[src/rtl/flfx_if.sv]
// Handshake bundle for the float-to-fixed converter: float input side and fixed output side.
interface flfx_if;
   logic       in_valid;
   logic       in_ready;
   logic [3:0] m;
   logic [3:0] e;
   logic       out_valid;
   logic       out_ready;
   logic [6:0] fx;
   logic       ovf;

   modport master (
      output in_valid, m, e, out_ready,
      input  in_ready, out_valid, fx, ovf
   );

   modport slave (
      input  in_valid, m, e, out_ready,
      output in_ready, out_valid, fx, ovf
   );
endinterface

[src/rtl/flfx.sv]
// Sequential float-to-fixed converter: fx = m * 2^e (Q0.3 mantissa to saturated Q0.6),
// one bit of shift per cycle.
module flfx (
   input logic   clk,
   input logic   rst,
   flfx_if.slave bus
);
   localparam int unsigned ACC_W = 7;
   localparam int unsigned CNT_W = 4;

   typedef enum logic [1:0] {IDLE, SHIFT, DONE} state_t;

   state_t             state, state_n;
   logic [ACC_W-1:0]   acc, acc_n;
   logic [CNT_W-1:0]   cnt, cnt_n;
   logic               dir, dir_n;
   logic               sat, sat_n;

   // State and datapath registers
   always_ff @(posedge clk) begin
      if (rst) begin
         state <= IDLE;
         acc   <= '0;
         cnt   <= '0;
         dir   <= 1'b0;
         sat   <= 1'b0;
      end else begin
         state <= state_n;
         acc   <= acc_n;
         cnt   <= cnt_n;
         dir   <= dir_n;
         sat   <= sat_n;
      end
   end

   // Next-state and datapath update
   always_comb begin
      state_n = state;
      acc_n   = acc;
      cnt_n   = cnt;
      dir_n   = dir;
      sat_n   = sat;
      case (state)
         IDLE: begin
            if (bus.in_valid) begin
               acc_n   = {bus.m, 3'b000};
               cnt_n   = bus.e[3] ? CNT_W'(~bus.e + 4'd1) : bus.e;
               dir_n   = bus.e[3];
               sat_n   = 1'b0;
               state_n = (bus.e == 4'd0) ? DONE : SHIFT;
            end
         end
         SHIFT: begin
            cnt_n = cnt - CNT_W'(1);
            if (dir) begin
               acc_n = {acc[6], acc[6:1]};
            end else if ((acc[6] != acc[5]) || sat) begin
               // Sign bit still holds the mantissa sign, so it selects the rail
               acc_n = acc[6] ? 7'b1000000 : 7'b0111111;
               sat_n = 1'b1;
            end else begin
               acc_n = {acc[5:0], 1'b0};
            end
            if (cnt == CNT_W'(1)) state_n = DONE;
         end
         DONE: begin
            if (bus.out_ready) state_n = IDLE;
         end
         default: state_n = IDLE;
      endcase
   end

   assign bus.in_ready  = (state == IDLE) && !rst;
   assign bus.out_valid = (state == DONE);
   assign bus.fx        = acc;
   assign bus.ovf       = sat;
endmodule

[src/flat_wrapper.sv]
// flat-port wrapper written by rule: the top's interface ports become plain ports
module flfx_flat 
  (clk, rst, bus_in_valid, bus_m, bus_e, bus_out_ready, bus_in_ready, bus_out_valid, bus_fx, bus_ovf);
  flfx_if bus_i ();
  input logic clk;
  input logic rst;
  input wire logic [$bits(bus_i.in_valid)-1:0] bus_in_valid;
  input wire logic [$bits(bus_i.m)-1:0] bus_m;
  input wire logic [$bits(bus_i.e)-1:0] bus_e;
  input wire logic [$bits(bus_i.out_ready)-1:0] bus_out_ready;
  output wire logic [$bits(bus_i.in_ready)-1:0] bus_in_ready;
  output wire logic [$bits(bus_i.out_valid)-1:0] bus_out_valid;
  output wire logic [$bits(bus_i.fx)-1:0] bus_fx;
  output wire logic [$bits(bus_i.ovf)-1:0] bus_ovf;
  assign bus_i.in_valid = bus_in_valid;
  assign bus_i.m = bus_m;
  assign bus_i.e = bus_e;
  assign bus_i.out_ready = bus_out_ready;
  assign bus_in_ready = bus_i.in_ready;
  assign bus_out_valid = bus_i.out_valid;
  assign bus_fx = bus_i.fx;
  assign bus_ovf = bus_i.ovf;
  flfx u_core (.clk(clk), .rst(rst), .bus(bus_i));
endmodule
[config.mk]
export PLATFORM = sky130hd
export DESIGN_NAME = flfx_flat
export DESIGN_NICKNAME = d
export VERILOG_FILES = /design/src/rtl/flfx_if.sv /design/src/rtl/flfx.sv /design/src/flat_wrapper.sv
export SDC_FILE = /design/constraint.sdc
export NUM_CORES = 1
export LEC_CHECK = 0
export ABC_AREA = 1
export ABC_CLOCK_PERIOD_IN_PS = 1100
export CORE_UTILIZATION = 35
export CTS_CLUSTER_SIZE = 30
export DETAILED_ROUTE_END_ITERATION = 10
export SKIP_LAST_GASP = 1
export SLEW_MARGIN = 20
export SYNTH_ARGS = -nofsm -noshare
export SYNTH_HDL_FRONTEND = slang
export SYNTH_SLANG_ARGS = --single-unit
[constraint.sdc]
create_clock -name clk -period 1.1 [get_ports clk]
set_input_delay 0.22 -clock clk [delete_from_list [all_inputs] [get_ports clk]]
set_output_delay 0.22 -clock clk [all_outputs]
set_load 0.1 [all_outputs]
==> summary.txt <==
Status
  – Outcome: finished, violations left
  – Violated checks: negative setup slack

Cells and area
  – Layout filler cell count: 234
  – Share of post-route cells with drive strength above 1: 0.414
  – Final Core Density: 0.666
  – Commonest non-fill, non-tap cell in the layout: nand2_1
  – # diodes: 0
  – Design area: 0.00170 mm^2
  – Area delta synth->final: 76.2%
  – Nets: 214
  – Commonest non-fill, non-tap cells in the layout: nand2_1 (25), buf_4 (23), inv_1 (14), a21oi_1 (14), nor2_1 (13)
  – Final std cells w/o fill: 228

Synth
  – Post-Syn Instances: 149
  – Distinct cells, synth: 26
  – Post-Synth Simple-Gate Area: 0.332
  – XOR/XNOR share of the synthesized area: 0
  – Main combinational cell family by area after synthesis: simple AND/OR/NAND/NOR gates
  – Ys flop type: dfxtp_1
  – Sequential-to-total area share from yosys stat: 0.312
  – Compound-cell area share of the yosys netlist: 0.194
  – Mapped Area: roughly 960 um^2
  – Post-Synth Adder-Cell Area: 0.0390
  – Syn nets: 164
  – Ys Warns: 0
  – FF+latch count, synth: 15
  – Mux contribution to synthesized area: 0.0104
  – Post-Synthesis Mean Instance Area: 6.46 um^2
  – Post-synth ARST share: 0
  – Post-synth EDFFs: 0

Routing
  – Routed Antenna Nets: 0
  – WL per Instance: 12.3 um
  – Vias: 1146
  – DRC Markers: 0
  – WL met1: around 1300 um
  – First-pass DRT Iterations: 4
  – Top sig layer: met4
  – Met3 wire length: 85 um
  – WL met2: roughly 1400 um
  – DRT Wirelength: 2810 um
  – 1st-iter DRT viols: 37
  – Vias per std cell: 5.03

Power
  – LEAKAGE: 0.744 nW
  – Pwr Total: 5.26 mW
  – VDD IR-drop max: 0.00201 V
  – P per Cell Area: between 3000 and 4000 mW/mm^2

Critical path
  – CP top delay family: flip-flops
  – Worst Path Buf+Inv: 2
  – Worst Path Arrival: 1.12 ns
  – CP Cell Sequence: buf_4 -> nor2_4 -> buf_12
  – R2R Path End: u_core.state[0]
  – CP Launch Point: u_core.state[0]
  – Max incr delay on CP: 0.37 ns
  – Flop2flop setup slack: -0.14 ns
  – WP data required: 0.88 ns
  – Kind of critical path: flop to output port
  – R2R cell count: 7
  – Crit path depth: 3
  – CP startpoint kind: flop
  – Reg-to-Reg Start: u_core.state[1]
  – CP max-delay cell: dfxtp_4
  – Crit path max fanout: 3
  – Crit. End Element: output port

Die
  – Die X: approximately 54 um
  – Die Span Y: 54.4 um
  – Row cnt: 18
  – Top Ports: 22
  – Total die area: 0.00296 mm^2
  – Core ar.: 0.00254 mm^2
  – Initial Util: 0.378

Place
  – GPL Wtd Cong: slightly above 0.8
  – Post-DP Area: approximately 0.0015 mm^2
  – DP Worst Slack: -0.455 ns
  – Port bufs: 21
  – Post-DP HPWL: 2070 um
  – DP Cell Count: 219

Timing
  – Setup_tns: -1.71 ns
  – RSZ-0062 raised after global routing: yes
  – # setup viols final: 18
  – Final worst slack: -0.244 ns
  – Worst-Margin Slew: 0.339 ns
  – Final Skew: 0.0130 ns
  – Slew margin rel.: 0.772
  – Hold Vio Cnt, Final: 0
  – Min Tclk post-route: 1.34 ns
  – Fin crit share: 1.22
  – F_max: 744 MHz
  – Final Max Slew Viols: 0
  – Hold slack final: 0.457 ns

CTS
  – Clock root cell: clkbuf_4
  – Clock Sinks: 15
  – Cts hold-fix bufs: 0
  – CTS tree: done
  – Worst-path clk slew: 0.10 ns
  – Htree depth: 1
  – CTS buffer count: 3
  – Clk Latency, worst-skew pair: 0.30 ns
  – Max clock buf depth: 2

Global route
  – Gr ovfl total: 0
  – Vias in the first global route: roughly 1000
  – Overall Global Routing Usage: 0.202
  – First-pass GRT wire length: 4310 um
  – Initial antenna violation count: 0
  – Largest net degree at the start of global routing: 9

Hold path
  – Worst hold stages: 4
  – Hold EP: u_core.cnt[3]
  – Worst Hold Launch: bus_e[1]
  – Min-delay worst type: input pin to flop

Run
  – Max Cap Viol: 0
[area by class of cell]
| cell class | instances | area, um^2 | share of cell area |
|---|---|---|---|
| multi-input cells | 108 | 664 | 0.392 |
| well taps | 30 | 37.5 | 0.0221 |
| inverters | 23 | 98.8 | 0.0583 |
| repair buffers | 48 | 534 | 0.315 |
| clock buffers | 4 | 26.3 | 0.0155 |
| flip-flops and latches | 15 | 334 | 0.197 |
[power by group]
part	internal, mW	switching (mW)
clock	0.141	0.194
sequential	0.808	0.253
combinational	1.60	2.26
[routing by layer]
| metal | GRT usage | vias to the layer above |
|---|---|---|
| met3 | 0.0417 | 4 |
| li1 | - | 593 |
| met1 | 0.253 | 530 |
| met2 | 0.341 | 19 |
| met4 | 0.0684 | 0 |
| met5 | 0 | - |
[cell usage after synthesis (2+ instances only)]
cell      n  area share
nand2_1  27        0.11
nand2_2   3       0.020
nand3_1   9       0.047
nand4_1   2       0.013
o21ai_1   2       0.010
or2_2     2       0.013
nand3_2   3       0.031
inv_2     2      0.0078
a21oi_1  15       0.078
nor2_1   17       0.066
ha_1      3       0.039
inv_1    20       0.078
dfxtp_1  15        0.31
nor3_1    2       0.010
o21ai_0  16       0.083
[state kept, by name, indices dropped and copies added, names as in the netlist]
| name | cells |
|---|---|
| u_core.bus.fx | 7 |
| u_core.bus.ovf | 1 |
| u_core.cnt | 4 |
| u_core.dir | 1 |
| u_core.state | 2 |
[timing repair]
item                                   4_1_cts  5_1_grt
buffers inserted                             4        1
setup endpoints to repair                   17       21
resized for setup                           11       21
pin swaps                                    5        2
endpoints found under the hold margin        0        0
[kinds of logic (layout without fill, tap and decap cells)]
family                   count (synthesis)  count (layout)
AND/OR/NAND/NOR                         68              68
flip-flops                              15              15
buffers and inverters                   26              75
AO/OA/AOI/OAI                           36              36
multiplexers                             1               1
adder cells (fa/ha/maj)                  3               3
[tightest hold or removal path, cell delays in order]
cell           delay, ns
dlygate4sd2_1       0.21
nor3_1              0.07
a31oi_4             0.14
a21oi_1             0.07
[worst max path at each step]
stage / end / slack, ns
floorplan: u_core.state[0] / -0.26
global placement: u_core.cnt[1] / -0.44
detailed placement: u_core.cnt[1] / -0.46
CTS: bus_in_ready / -0.25
global route: bus_out_valid / -0.27
finish: bus_out_valid / -0.24
No activity file was read; power rests on OpenSTA's default activity.
